File: config.mk
export PLATFORM = sky130hd
export DESIGN_NAME = simplez_sequencer_flat
export DESIGN_NICKNAME = d
export VERILOG_FILES = /design/src/rtl/simplez_sequencer_if.sv /design/src/rtl/simplez_sequencer.sv /design/src/flat_wrapper.sv
export SDC_FILE = /design/constraint.sdc
export NUM_CORES = 1
export LEC_CHECK = 0
export ABC_AREA = 1
export CORE_AREA = 2 2 39 41
export DETAILED_ROUTE_END_ITERATION = 10
export DIE_AREA = 0 0 41 43
export PLACE_DENSITY = 0.74
export SKIP_CTS_REPAIR_TIMING = 1
export SLEW_MARGIN = 20
export SYNTH_ARGS = -nofsm -noshare
export SYNTH_HDL_FRONTEND = slang
export SYNTH_SLANG_ARGS = --single-unit
File: constraint.sdc
create_clock -name clk -period 2.4 [get_ports clk]
set_clock_uncertainty 0.1 [all_clocks]
set_input_delay 0.24 -clock clk [delete_from_list [all_inputs] [get_ports clk]]
set_output_delay 0.24 -clock clk [all_outputs]
set_load 0.005 [all_outputs]
File: src/rtl/simplez_sequencer_if.sv
// Micro-order bundle between the Simplez control unit and its datapath.
// The sequencer owns every micro-order; the datapath returns opcode, AC==0 and run.
interface simplez_sequencer_if;
    logic [2:0] co;
    logic       ac_zero;
    logic       run;
    logic       lec;
    logic       esc;
    logic       era;
    logic       incp;
    logic       ecp;
    logic       ccp;
    logic       scp;
    logic       sri;
    logic       eri;
    logic       eac;
    logic       sac;
    logic [1:0] alu_op;
    logic       stop;
    logic       retire;
    logic [2:0] state_o;

    modport master (
        input  co, ac_zero, run,
        output lec, esc, era, incp, ecp, ccp, scp, sri, eri, eac, sac,
               alu_op, stop, retire, state_o
    );

    modport slave (
        output co, ac_zero, run,
        input  lec, esc, era, incp, ecp, ccp, scp, sri, eri, eac, sac,
               alu_op, stop, retire, state_o
    );
endinterface

File: src/rtl/simplez_sequencer.sv
// Microprogrammed control unit for the Simplez CPU: fetch, decode/execute,
// operand and termination phases, plus a run/pause gate at instruction boundaries.
//
// state  | meaning
// INI    | RA <- CP after reset
// I0     | fetch: RI <- M[RA], CP <- CP+1
// I1     | decode; short instructions execute and retire here
// O0     | operand access for ST/LD/ADD
// O1     | termination: RA <- CP, retire
// PAUSE  | idle at an instruction boundary with RA already = CP
// HALTED | stop asserted until reset
module simplez_sequencer (
    input  logic                  clk,
    input  logic                  rstn,
    simplez_sequencer_if.master   bus
);

    typedef enum logic [2:0] {
        S_INI    = 3'd0,
        S_I0     = 3'd1,
        S_I1     = 3'd2,
        S_O0     = 3'd3,
        S_O1     = 3'd4,
        S_PAUSE  = 3'd5,
        S_HALTED = 3'd6
    } state_t;

    localparam logic [2:0] OP_ST   = 3'd0;
    localparam logic [2:0] OP_LD   = 3'd1;
    localparam logic [2:0] OP_ADD  = 3'd2;
    localparam logic [2:0] OP_BR   = 3'd3;
    localparam logic [2:0] OP_BZ   = 3'd4;
    localparam logic [2:0] OP_CLR  = 3'd5;
    localparam logic [2:0] OP_DEC  = 3'd6;
    localparam logic [2:0] OP_HALT = 3'd7;

    localparam logic [1:0] ALU_PASS = 2'd0;
    localparam logic [1:0] ALU_ADD  = 2'd1;
    localparam logic [1:0] ALU_DEC  = 2'd2;
    localparam logic [1:0] ALU_ZERO = 2'd3;

    state_t state_q;
    state_t state_d;
    state_t boundary_state;

    logic       lec;
    logic       esc;
    logic       era;
    logic       incp;
    logic       ecp;
    logic       ccp;
    logic       scp;
    logic       sri;
    logic       eri;
    logic       eac;
    logic       sac;
    logic [1:0] alu_op;
    logic       stop;
    logic       retire;

    // The datapath samples on the falling edge, so the controller does too.
    always_ff @(negedge clk) begin
        if (!rstn) begin
            state_q <= S_INI;
        end else begin
            state_q <= state_d;
        end
    end

    assign boundary_state = bus.run ? S_I0 : S_PAUSE;

    always_comb begin
        state_d = state_q;
        lec     = 1'b0;
        esc     = 1'b0;
        era     = 1'b0;
        incp    = 1'b0;
        ecp     = 1'b0;
        ccp     = 1'b0;
        scp     = 1'b0;
        sri     = 1'b0;
        eri     = 1'b0;
        eac     = 1'b0;
        sac     = 1'b0;
        alu_op  = ALU_PASS;
        stop    = 1'b0;
        retire  = 1'b0;

        case (state_q)
            S_INI: begin
                scp     = 1'b1;
                era     = 1'b1;
                state_d = S_I0;
            end

            S_I0: begin
                lec     = 1'b1;
                eri     = 1'b1;
                incp    = 1'b1;
                state_d = S_I1;
            end

            S_I1: begin
                case (bus.co)
                    OP_ST, OP_LD, OP_ADD: begin
                        sri     = 1'b1;
                        era     = 1'b1;
                        state_d = S_O0;
                    end
                    OP_BR: begin
                        sri     = 1'b1;
                        ecp     = 1'b1;
                        era     = 1'b1;
                        retire  = 1'b1;
                        state_d = boundary_state;
                    end
                    OP_BZ: begin
                        // Taken branch loads CD into CP and RA; not taken re-points RA at CP.
                        if (bus.ac_zero) begin
                            sri = 1'b1;
                            ecp = 1'b1;
                        end else begin
                            scp = 1'b1;
                        end
                        era     = 1'b1;
                        retire  = 1'b1;
                        state_d = boundary_state;
                    end
                    OP_CLR: begin
                        eac     = 1'b1;
                        alu_op  = ALU_ZERO;
                        scp     = 1'b1;
                        era     = 1'b1;
                        retire  = 1'b1;
                        state_d = boundary_state;
                    end
                    OP_DEC: begin
                        eac     = 1'b1;
                        alu_op  = ALU_DEC;
                        scp     = 1'b1;
                        era     = 1'b1;
                        retire  = 1'b1;
                        state_d = boundary_state;
                    end
                    OP_HALT: begin
                        stop    = 1'b1;
                        retire  = 1'b1;
                        state_d = S_HALTED;
                    end
                    default: begin
                        state_d = S_INI;
                    end
                endcase
            end

            S_O0: begin
                case (bus.co)
                    OP_ST: begin
                        sac = 1'b1;
                        esc = 1'b1;
                    end
                    OP_LD: begin
                        lec    = 1'b1;
                        eac    = 1'b1;
                        alu_op = ALU_PASS;
                    end
                    OP_ADD: begin
                        lec    = 1'b1;
                        eac    = 1'b1;
                        alu_op = ALU_ADD;
                    end
                    default: begin
                    end
                endcase
                state_d = S_O1;
            end

            S_O1: begin
                scp     = 1'b1;
                era     = 1'b1;
                retire  = 1'b1;
                state_d = boundary_state;
            end

            S_PAUSE: begin
                state_d = bus.run ? S_I0 : S_PAUSE;
            end

            S_HALTED: begin
                stop    = 1'b1;
                state_d = S_HALTED;
            end

            default: begin
                state_d = S_INI;
            end
        endcase

        // Reset wins over everything, including a write in flight.
        if (!rstn) begin
            lec    = 1'b0;
            esc    = 1'b0;
            era    = 1'b0;
            incp   = 1'b0;
            ecp    = 1'b0;
            ccp    = 1'b1;
            scp    = 1'b0;
            sri    = 1'b0;
            eri    = 1'b0;
            eac    = 1'b0;
            sac    = 1'b0;
            alu_op = ALU_PASS;
            stop   = 1'b0;
            retire = 1'b0;
        end
    end

    assign bus.lec     = lec;
    assign bus.esc     = esc;
    assign bus.era     = era;
    assign bus.incp    = incp;
    assign bus.ecp     = ecp;
    assign bus.ccp     = ccp;
    assign bus.scp     = scp;
    assign bus.sri     = sri;
    assign bus.eri     = eri;
    assign bus.eac     = eac;
    assign bus.sac     = sac;
    assign bus.alu_op  = alu_op;
    assign bus.stop    = stop;
    assign bus.retire  = retire;
    assign bus.state_o = state_q;

endmodule

File: src/flat_wrapper.sv
// flat-port wrapper written by rule: the top's interface ports become plain ports
module simplez_sequencer_flat 
  (clk, rstn, bus_co, bus_ac_zero, bus_run, bus_lec, bus_esc, bus_era, bus_incp, bus_ecp, bus_ccp, bus_scp, bus_sri, bus_eri, bus_eac, bus_sac, bus_alu_op, bus_stop, bus_retire, bus_state_o);
  simplez_sequencer_if bus_i ();
  input  logic clk;
  input  logic rstn;
  input wire logic [$bits(bus_i.co)-1:0] bus_co;
  input wire logic [$bits(bus_i.ac_zero)-1:0] bus_ac_zero;
  input wire logic [$bits(bus_i.run)-1:0] bus_run;
  output wire logic [$bits(bus_i.lec)-1:0] bus_lec;
  output wire logic [$bits(bus_i.esc)-1:0] bus_esc;
  output wire logic [$bits(bus_i.era)-1:0] bus_era;
  output wire logic [$bits(bus_i.incp)-1:0] bus_incp;
  output wire logic [$bits(bus_i.ecp)-1:0] bus_ecp;
  output wire logic [$bits(bus_i.ccp)-1:0] bus_ccp;
  output wire logic [$bits(bus_i.scp)-1:0] bus_scp;
  output wire logic [$bits(bus_i.sri)-1:0] bus_sri;
  output wire logic [$bits(bus_i.eri)-1:0] bus_eri;
  output wire logic [$bits(bus_i.eac)-1:0] bus_eac;
  output wire logic [$bits(bus_i.sac)-1:0] bus_sac;
  output wire logic [$bits(bus_i.alu_op)-1:0] bus_alu_op;
  output wire logic [$bits(bus_i.stop)-1:0] bus_stop;
  output wire logic [$bits(bus_i.retire)-1:0] bus_retire;
  output wire logic [$bits(bus_i.state_o)-1:0] bus_state_o;
  assign bus_i.co = bus_co;
  assign bus_i.ac_zero = bus_ac_zero;
  assign bus_i.run = bus_run;
  assign bus_lec = bus_i.lec;
  assign bus_esc = bus_i.esc;
  assign bus_era = bus_i.era;
  assign bus_incp = bus_i.incp;
  assign bus_ecp = bus_i.ecp;
  assign bus_ccp = bus_i.ccp;
  assign bus_scp = bus_i.scp;
  assign bus_sri = bus_i.sri;
  assign bus_eri = bus_i.eri;
  assign bus_eac = bus_i.eac;
  assign bus_sac = bus_i.sac;
  assign bus_alu_op = bus_i.alu_op;
  assign bus_stop = bus_i.stop;
  assign bus_retire = bus_i.retire;
  assign bus_state_o = bus_i.state_o;
  simplez_sequencer u_core (.clk(clk), .rstn(rstn), .bus(bus_i));
endmodule
==> flow_metrics.tcl <==
set metrics [dict create \
    status "finished, violations left" \
    violations "setup timing" \
    clockBufferDepth 2 \
    cts_buffers 3 \
    coreArea_mm2 0.00138 \
    maxSlewViolCount 0 \
    overflow 0 \
    maxCapViolCount 0 \
    crit_type "reg -> out" \
    die_w_um 41 \
    areaGrowthSynthToFinish_pct 149 \
    rrSetupSlack_ns 1.07 \
    r2r-end "u_core.bus.state_o[2]" \
    p_leak_uw 0.000543 \
    syn-num-nets 76 \
    max-slew-margin-rel 0.769 \
    n_antenna_cell 0 \
    tns_ns -6.77 \
    min_path_cells 3 \
    worst_pin_slew_ns 0.343 \
    gp_congestion 0.841 \
    cts_root_buffer "clkbuf_4" \
    hold_path_end "u_core.bus.state_o[2]" \
    r2r_cells 5 \
    yosys_register_bits 3 \
    num_io_pins 25 \
    post_dp_cell_area_um2 774 \
    yosysUniqueCellTypes 18 \
    synth_area_um2 375 \
    cp.required_ns 2.06 \
    grt_max_degree 7 \
    worstHoldStart "u_core.bus.state_o[1]" \
    synth_warnings 0 \
    wl_per_cell_um 12.2 \
    syn_inst 69 \
    drt_first_pass_iters 4 \
    powerDensity_mw_per_mm2 512 \
    hold_viol 0 \
    setup_viol 17 \
    clk_pin_slew_ns 0.03 \
    routed_wl_um 1740 \
    total_power_uw 478 \
    cts_tree "yes" \
    std_cell_rows 14 \
    synth.avg_cell_area_um2 5.44 \
    grt_pass1_vias 538 \
    peakVddDrop_uv 361 \
    grt_pass1_wl_um 2000 \
    drt_iter0_drc 14 \
    place_ws_ns -0.530 \
    dieArea_mm2 0.00176 \
    ctsHtreeMaxLevel 1 \
    critPathMaxFanout 4 \
    drt-vias-per-instance 4.74 \
    gr-usage-all-layers 0.168 \
    floorplan.initialDensity 0.271 \
    hpwl_um 1020 \
    drc 0 \
    rsz0062_at_grt "yes" \
    nets 134 \
    largest_register_ffs 3 \
    fillCellCount 132 \
    ant_nets 0 \
    start_kind "flip-flop" \
    vias 673 \
    antenna_found_initial 0 \
    stdcell_area_um2 933 \
    finish.utilization 0.675 \
    ys_seq_area_frac 0.160 \
    reg2reg_from "u_core.bus.state_o[2]" \
    setup_slack_ns -0.566 \
    port_buffers 24 \
    hold_path.class "reg -> reg" \
    clock-sinks 3 \
    worstPathArrival_ns 2.63 \
    die_h_um 43 \
    clk_latency_ns 0.30 \
    drive_above_1_share 0.579 \
    end_kind "output pin" \
]
worst max-delay path: stages (launching register included):
cell      delay [ns]
dfxtp_4         0.37
inv_4           0.05
buf_6           0.11
nor3_2          0.18
nand2_1         0.12
buf_4           0.16
nand2_2         0.04
clkbuf_2        0.10
synth_stat cells, drive strengths merged:
cell    number  area (µm²)
nand2       17        66.3
inv         14        52.6
nand3        8        45.0
nor2         8        40.0
a21oi        7        35.0
buf          3        22.5
dfxtp        3        60.1
nor3         3        15.0
nand4        2        12.5
nor4         1        6.26
o211ai       1        7.51
o21ai        1        5.00
o31ai        1        7.51
final cells by class:
type	count	area (µm²)	share of cell area
clock inverters	4	15.0	0.0161
multi-input cells	49	325	0.349
flip-flops and latches	3	71.3	0.0764
clock buffers	3	22.5	0.0241
repair buffers	54	425	0.456
well taps	16	20.0	0.0214
inverters	13	53.8	0.0576
worst max-delay path by stage:
stage	cells past startpoint	slack [ns]	endpoint	startpoint
global route	8	-0.64	bus_lec	u_core.bus.state_o[1]
floorplan	4	-0.10	bus_sac	u_core.bus.state_o[2]
global placement	6	-0.53	bus_era	u_core.bus.state_o[0]
finish	7	-0.57	bus_lec	u_core.bus.state_o[0]
CTS	6	-0.85	bus_era	u_core.bus.state_o[0]
detailed placement	7	-0.53	bus_eac	u_core.bus.state_o[1]
cell families (layout without fill, tap and decap cells):
logic type,Yosys count,after routing,share of synthesized area
buf+inv,17,74,0.200
simple gates,39,39,0.493
flops,3,3,0.160
compound gates,10,10,0.147
placed cells by master, fill, tap and decap left out, drive strengths merged:
| cell type | instances |
|---|---|
| buf | 34 |
| inv | 17 |
| nand2 | 17 |
| clkbuf | 14 |
| nand3 | 8 |
| nor2 | 8 |
| a21oi | 7 |
| clkdlybuf4s50 | 5 |
| dlymetal6s2s | 4 |
| dfxtp | 3 |
| nor3 | 3 |
| nand4 | 2 |
| o211ai | 1 |
| o21ai | 1 |
| o31ai | 1 |
| nor4 | 1 |
routing by layer:
| metal | share of wire | GRT usage |
|---|---|---|
| met1 | 0.36 | 0.198 |
| met2 | 0.56 | 0.250 |
| met3 | 0.045 | 0.0366 |
| met4 | 0.036 | 0.127 |
| met5 | 0 | 0 |
power breakdown:
part	switching, µW	total [µW]	internal [µW]
logic	133	290	158
registers	18.0	80.9	62.8
clock network	41.8	107	65.2
total	193	478	286
through the flow:
step	std cells	hold slack, ns
floorplan	69	0.411
global placement	126	0.437
detailed placement	126	0.435
CTS	132	0.432
global route	142	0.608
finish	142	0.583
Note: power is estimated with default switching activity, not from simulation.
